## config.mk

```make
export PLATFORM = sky130hd
export DESIGN_NAME = req_dispatch_queue
export DESIGN_NICKNAME = d
export VERILOG_FILES = /design/src/rtl/req_queue_pkg.sv /design/src/rtl/req_dispatch_queue_fifo.sv /design/src/rtl/req_dispatch_queue.sv
export SDC_FILE = /design/constraint.sdc
export NUM_CORES = 2
export LEC_CHECK = 0
export CORE_MARGIN = 2
export CORE_UTILIZATION = 55
export CTS_CLUSTER_SIZE = 30
export DETAILED_ROUTE_END_ITERATION = 8
export GPL_TIMING_DRIVEN = 0
export HOLD_SLACK_MARGIN = 0.1
export PLACE_DENSITY_LB_ADDON = 0.08
export SLEW_MARGIN = 20
export SYNTH_ARGS = -nofsm -noshare
export SYNTH_HDL_FRONTEND = slang
export SYNTH_SLANG_ARGS = --single-unit
```

## constraint.sdc

```tcl
create_clock -name clk -period 5.25 [get_ports clk]
set_clock_uncertainty 0.05 [all_clocks]
set_input_delay 1.05 -clock clk [delete_from_list [all_inputs] [get_ports clk]]
set_output_delay 1.05 -clock clk [all_outputs]
set_load 0.02 [all_outputs]
```

## src/rtl/req_queue_pkg.sv

```systemverilog
// rtl/req_queue_pkg.sv - shared constants and layout helpers for the request dispatch queue
package req_queue_pkg;

   localparam int CH_AES   = 0;
   localparam int CH_SHA   = 1;
   localparam int DEST_LSB = 0;

   function automatic int instr_w(input int addrw, input int opcodew);
      return 3 * addrw + opcodew;
   endfunction

   function automatic int text_lsb(input int addrw);
      return addrw;
   endfunction

   function automatic int key_lsb(input int addrw);
      return 2 * addrw;
   endfunction

   function automatic int op_lsb(input int addrw);
      return 3 * addrw;
   endfunction

endpackage

```

## src/rtl/req_dispatch_queue_fifo.sv

```systemverilog
// rtl/req_dispatch_queue_fifo.sv - single-channel first-word-fall-through FIFO
module req_fifo #(
   parameter int WIDTH = 8,
   parameter int DEPTH = 16,
   localparam int PW = $clog2(DEPTH),
   localparam int CW = PW + 1
) (
   input  logic             clk,
   input  logic             rst_n,
   input  logic             push,
   input  logic [WIDTH-1:0] wdata,
   input  logic             pop,
   output logic [WIDTH-1:0] rdata,
   output logic             valid,
   output logic             full,
   output logic [CW-1:0]    count
);

   logic [WIDTH-1:0] mem [DEPTH];
   logic [PW-1:0]    wr_ptr;
   logic [PW-1:0]    rd_ptr;
   logic             do_push;
   logic             do_pop;
   logic [CW-1:0]    count_nxt;

   // full and valid are registered copies of the next count, so neither is combinational from push/pop
   assign do_push   = push && !full;
   assign do_pop    = pop && valid;
   assign count_nxt = count + CW'(do_push) - CW'(do_pop);

   always_ff @(posedge clk) begin
      if (do_push) mem[wr_ptr] <= wdata;
   end

   always_ff @(posedge clk or negedge rst_n) begin
      if (!rst_n) begin
         wr_ptr <= '0;
         rd_ptr <= '0;
         count  <= '0;
         valid  <= 1'b0;
         full   <= 1'b0;
      end else begin
         if (do_push) wr_ptr <= wr_ptr + 1'b1;
         if (do_pop)  rd_ptr <= rd_ptr + 1'b1;
         count <= count_nxt;
         valid <= (count_nxt != '0);
         full  <= (count_nxt == CW'(DEPTH));
      end
   end

   assign rdata = valid ? mem[rd_ptr] : '0;

endmodule

```

## src/rtl/req_dispatch_queue.sv

```systemverilog
// rtl/req_dispatch_queue.sv - routes instructions by opcode into per-engine FWFT queues
module req_dispatch_queue
   import req_queue_pkg::*;
#(
   parameter int ADDRW   = 24,
   parameter int OPCODEW = 2,
   parameter int QDEPTH  = 16,
   parameter int NCH     = 2,
   localparam int CHW    = (NCH > 1) ? $clog2(NCH) : 1,
   localparam int INSTRW = instr_w(ADDRW, OPCODEW),
   localparam int CNTW   = $clog2(QDEPTH) + 1
) (
   input  logic                  clk,
   input  logic                  rst_n,
   input  logic                  valid_in,
   output logic                  ready_out,
   input  logic [OPCODEW-1:0]    opcode,
   input  logic [ADDRW-1:0]      key_addr,
   input  logic [ADDRW-1:0]      text_addr,
   input  logic [ADDRW-1:0]      dest_addr,
   output logic [NCH*INSTRW-1:0] instr_out,
   output logic [NCH-1:0]        valid_out,
   input  logic [NCH-1:0]        ready_in,
   output logic [NCH*CNTW-1:0]   count,
   output logic [NCH-1:0]        full,
   output logic                  err_bad_ch
);

   localparam int TEXT_LSB = text_lsb(ADDRW);
   localparam int KEY_LSB  = key_lsb(ADDRW);
   localparam int OP_LSB   = op_lsb(ADDRW);
   localparam logic [CHW:0] NCH_V = (CHW + 1)'(NCH);

   logic [CHW-1:0]    ch;
   logic              bad_ch;
   logic [INSTRW-1:0] wdata;
   logic [NCH-1:0]    push;

   assign ch     = opcode[CHW-1:0];
   assign bad_ch = ({1'b0, ch} >= NCH_V);

   assign wdata[DEST_LSB +: ADDRW]  = dest_addr;
   assign wdata[TEXT_LSB +: ADDRW]  = text_addr;
   assign wdata[KEY_LSB  +: ADDRW]  = key_addr;
   assign wdata[OP_LSB   +: OPCODEW] = opcode;

   // Nonexistent channels always look ready so the deserializer can flush them
   always_comb begin
      ready_out = 1'b1;
      push      = '0;
      for (int c = 0; c < NCH; c++) begin
         if (ch == CHW'(c)) begin
            ready_out = !full[c];
            push[c]   = valid_in && !full[c];
         end
      end
   end

   always_ff @(posedge clk or negedge rst_n) begin
      if (!rst_n) err_bad_ch <= 1'b0;
      else        err_bad_ch <= valid_in && bad_ch;
   end

   for (genvar c = 0; c < NCH; c++) begin : g_ch
      req_fifo #(
         .WIDTH (INSTRW),
         .DEPTH (QDEPTH)
      ) u_fifo (
         .clk   (clk),
         .rst_n (rst_n),
         .push  (push[c]),
         .wdata (wdata),
         .pop   (ready_in[c]),
         .rdata (instr_out[c*INSTRW +: INSTRW]),
         .valid (valid_out[c]),
         .full  (full[c]),
         .count (count[c*CNTW +: CNTW])
      );
   end

endmodule
```

==> flow_metrics.py <==
metrics = {
    "sta": {
        "grt_setup_unrepaired": "false",
        "final.setup.worst_slack_ns": 0.0584,
        "finalSetupViolations": 0,
        "worst_pin_slew_ns": 1.14,
        "hold_viol": 0,
        "min_period_over_period_pct": 98.9,
        "fin_crit_ns": 5.19,
        "slew_violations": 0,
        "slew_headroom_pct": 23.5,
        "max_freq_mhz": 193,
    },
    "cts": {
        "cts_sinks": 2398,
        "path_clk_slew_ns": 0.06,
        "cts_tree": "done",
        "clockBufferDepth": 3,
        "insertion_delay_ns": 0.86,
        "cts_buffers": 234,
        "htreeDepth": 4,
        "post-cts-setup-buffers": 0,
        "cts_root_buf": "clkbuf_16",
    },
    "floorplan": {
        "die_y_microns": 415,
        "boundaryPins": 243,
        "start_util_pct": 55.5,
        "coreArea_sq_mm": 0.167,
        "dieArea_sq_mm": 0.172,
        "fp-row-count": 150,
        "die_w_microns": 415,
    },
    "layout": {
        "final_util_pct": 63.6,
        "finish.cell_count_without_fillers": 7903,
        "nets": 5597,
        "fillCellCount": 11717,
        "syn_to_final_growth_pct": 14.7,
        "layout-drive-gt1-share_pct": 12.5,
    },
    "grt": {
        "grt_antenna_before_repair": 11,
        "grt_pass1_wl_mm": 357,
        "met3_usage_pct": 4.48,
        "grt_util_met2_pct": 44.8,
        "first_global_vias": 48804,
        "grt.busiest_layer": "met2",
        "grt_use_total_pct": 29.4,
        "grtUsageMet1_pct": 43.8,
        "grt_overflow": 0,
        "grt_start_max_net_pins": 37,
    },
    "worst_setup_path": {
        "worst_path_largest_cell_delay_ns": 0.75,
        "critPathMaxFanout": 10,
        "crit_required_ns": 4.15,
        "reg2reg_depth": 11,
        "rrSetupSlack_ns": 1.88,
        "endpoint": "instr_out[46]",
        "r2r-start": "g_ch[0].u_fifo.valid",
        "critPathSlowestCell": "clkdlybuf4s50_1",
        "crit_path_start": "g_ch[0].u_fifo.rd_ptr[2]",
        "critPathLaunchType": "flip-flop",
        "crit_path_end_kind": "output port",
        "cp_common_cell": "buf_2",
        "path_cells": "buf_2, nor2b_1, buf_2, buf_1, a22oi_1, nand2_1, o22ai_1, clkdlybuf4s50_1",
        "worst-setup-path-type": "reg2out",
        "worst_r2r_endpoint": "g_ch[0].u_fifo.valid",
        "arrival_ns": 4.09,
    },
    "routing": {
        "vias": 49924,
        "drtPass1Iterations": 6,
        "via_per_inst": 6.32,
        "finalWirelength_mm": 256,
        "ant_nets": 0,
        "initialDrtViolationCount": 6613,
        "detail_route.wl_per_cell_microns": 32.4,
        "drc_errors": 0,
    },
    "run": {
        "cap_violations": 0,
    },
    "logic_synthesis": {
        "yosysWarnings": 0,
        "synthCells": 4951,
        "synth_cell_type_count": 42,
        "synth_area_sq_mm": 0.0929,
        "syn-num-nets": 5052,
        "avgSynthCellArea_sq_um": 18.8,
        "ys_seq_elements": 2398,
        "ys_seq_area_share_pct": 77.4,
    },
    "placement": {
        "port_buffers": 241,
        "hpwl_mm": 163,
        "pre_cts_slack_ns": 0.593,
        "finalWeightedCongestion": 0.782,
        "placedCellCount": 7464,
    },
    "pwr": {
        "power_w": 0.0620,
        "power.density_mw_per_mm2": 581,
        "cellLeakagePower_nw": 37.4,
        "ir_drop_uv": 504,
    },
    "min_path": {
        "hp-class": "reg2reg",
    },
    "outcome": {
        "outcome": "finished clean",
    },
}
worst min path at each step:
stage / startpoint / end / slack, ns / depth (start not counted)
finish: g_ch[1].u_fifo.rd_ptr[3] / g_ch[1].u_fifo.rd_ptr[3] / 0.46 / 1
global route: g_ch[1].u_fifo.rd_ptr[3] / g_ch[1].u_fifo.rd_ptr[3] / 0.50 / 1
CTS: g_ch[1].u_fifo.rd_ptr[3] / g_ch[1].u_fifo.rd_ptr[3] / 0.46 / 1
detailed placement: g_ch[1].u_fifo.rd_ptr[3] / g_ch[1].u_fifo.rd_ptr[3] / 0.44 / 1
global placement: g_ch[1].u_fifo.rd_ptr[3] / g_ch[1].u_fifo.rd_ptr[3] / 0.43 / 1
floorplan: g_ch[0].u_fifo.rd_ptr[3] / g_ch[0].u_fifo.rd_ptr[3] / 0.41 / 1
placed cells by master, fill, tap and decap left out, types with 4 or more instances in the layout:
| master | Yosys | final |
|---|---|---|
| edfxtp_1 | 2368 | 2368 |
| mux2i_1 | 1067 | 1067 |
| a22oi_1 | 474 | 474 |
| nand2_1 | 249 | 249 |
| clkbuf_16 | 0 | 243 |
| clkdlybuf4s50_1 | 0 | 177 |
| clkbuf_1 | 107 | 160 |
| buf_2 | 79 | 141 |
| o21ai_0 | 111 | 111 |
| o22ai_1 | 89 | 89 |
| clkinv_1 | 1 | 68 |
| mux4_2 | 59 | 59 |
| a221oi_1 | 59 | 59 |
| buf_6 | 52 | 52 |
| buf_12 | 1 | 38 |
| buf_4 | 30 | 33 |
| clkinv_2 | 0 | 33 |
| and2_4 | 0 | 32 |
| buf_16 | 0 | 31 |
| dfrtp_1 | 30 | 30 |
| inv_1 | 25 | 25 |
| ha_1 | 20 | 20 |
| xnor2_1 | 15 | 15 |
| clkbuf_2 | 0 | 15 |
| buf_1 | 13 | 12 |
| o21ai_1 | 10 | 10 |
| buf_8 | 7 | 7 |
| clkbuf_8 | 0 | 7 |
| clkbuf_4 | 4 | 6 |
| diode_2 | 0 | 5 |
| nor2b_1 | 5 | 5 |
| nor2_1 | 5 | 5 |
| bufinv_16 | 0 | 5 |
| a21oi_1 | 4 | 4 |
| xor2_1 | 4 | 4 |
| inv_6 | 0 | 4 |
report_power, final:
group | internal (W) | leakage [nW] | total, W | switching [W]
clock | 0.00875 | 3.47 | 0.0157 | 0.00696
combinational | 0.00857 | 12.2 | 0.0237 | 0.0152
sequential | 0.0222 | 21.7 | 0.0225 | 0.000307
total | 0.0395 | 37.4 | 0.0620 | 0.0224
routing by layer:
layer | share of wire [%] | wire length (microns)
met5 | 0 | 0
met4 | 3.4 | 8770
met3 | 8.9 | 22700
met2 | 46 | 117000
met1 | 42 | 107000
registers in the layout, indices dropped and copies added, names as in the netlist:
| name | flops |
|---|---|
| g_ch.u_fifo.valid | 2 |
| g_ch.u_fifo.count | 10 |
| g_ch.u_fifo.wr_ptr | 8 |
| g_ch.u_fifo.mem | 2368 |
| g_ch.u_fifo.full | 2 |
| g_ch.u_fifo.rd_ptr | 8 |
cells in the mapped netlist, drive strengths merged:
cell / n / area share, %
and3: 3 / 0.020
nand4: 2 / 0.013
xor2: 4 / 0.038
a21o: 3 / 0.024
conb: 1 / 0.0040
mux4: 59 / 1.4
o22ai: 89 / 0.60
o21ai: 121 / 0.65
nand3b: 2 / 0.016
buf: 182 / 1.5
nand2: 249 / 1.0
a21oi: 4 / 0.022
nor4b: 1 / 0.0094
and3b: 1 / 0.0094
nor3: 3 / 0.016
ha: 20 / 0.27
and2: 34 / 0.23
a22oi: 474 / 3.8
clkbuf: 111 / 0.46
nand2b: 2 / 0.013
a221oi: 59 / 0.56
clkinv: 1 / 0.0040
edfxtp: 2368 / 77
inv: 25 / 0.10
fa: 2 / 0.043
nor2: 5 / 0.020
mux2: 2 / 0.024
xnor2: 15 / 0.14
nor3b: 4 / 0.038
nand3: 2 / 0.011
mux2i: 1067 / 11
o211ai: 1 / 0.0081
nor2b: 5 / 0.034
dfrtp: 30 / 0.81
critical path, delay by kind of cell (launching register included):
| kind | cells | cell delay (ns) |
|---|---|---|
| AOI/OAI and AO/OA | 2 | 0.93 |
| buffers and inverters | 4 | 1.65 |
| and+or+nand+nor | 2 | 0.28 |
| DFF | 1 | 0.36 |
final cells by class:
cell class	instances	area, sq um	share of cell area (%)
sequential	2398	71900	67.4
inverter	26	97.6	0.0916
buffer	292	1840	1.73
multi-input combinational	2234	19200	18.0
clock buffer	321	6440	6.05
timing repair buffer	310	3700	3.47
antenna	5	12.5	0.0117
clock inverter	113	649	0.609
tap	2204	2760	2.59
timing repair:
action,in CTS,in global routing
hold buffers,1,0
pin swaps,0,0
resized for setup,13,2
setup endpoints to repair,103,1
endpoints found under the hold margin,6,0
cell families after synthesis:
group | share of synthesized area [%]
compound gates | 5.69
other cells | 0.00404
flops | 77.4
xor+xnor | 0.179
buf+inv | 2.06
simple gates | 1.44
mux | 13.0
fa+ha+maj | 0.313
through the flow:
step                      hold WS [ns]  instance area, sq um   TNS, ns
after floorplan                  0.408                 92900         0
after global placement           0.431                 98100  -6924.96
after detailed placement         0.444                 99600         0
after CTS                        0.461                107000         0
after global routing             0.495                107000         0
final                            0.456                107000         0
Power figures use the tool's default switching activity.
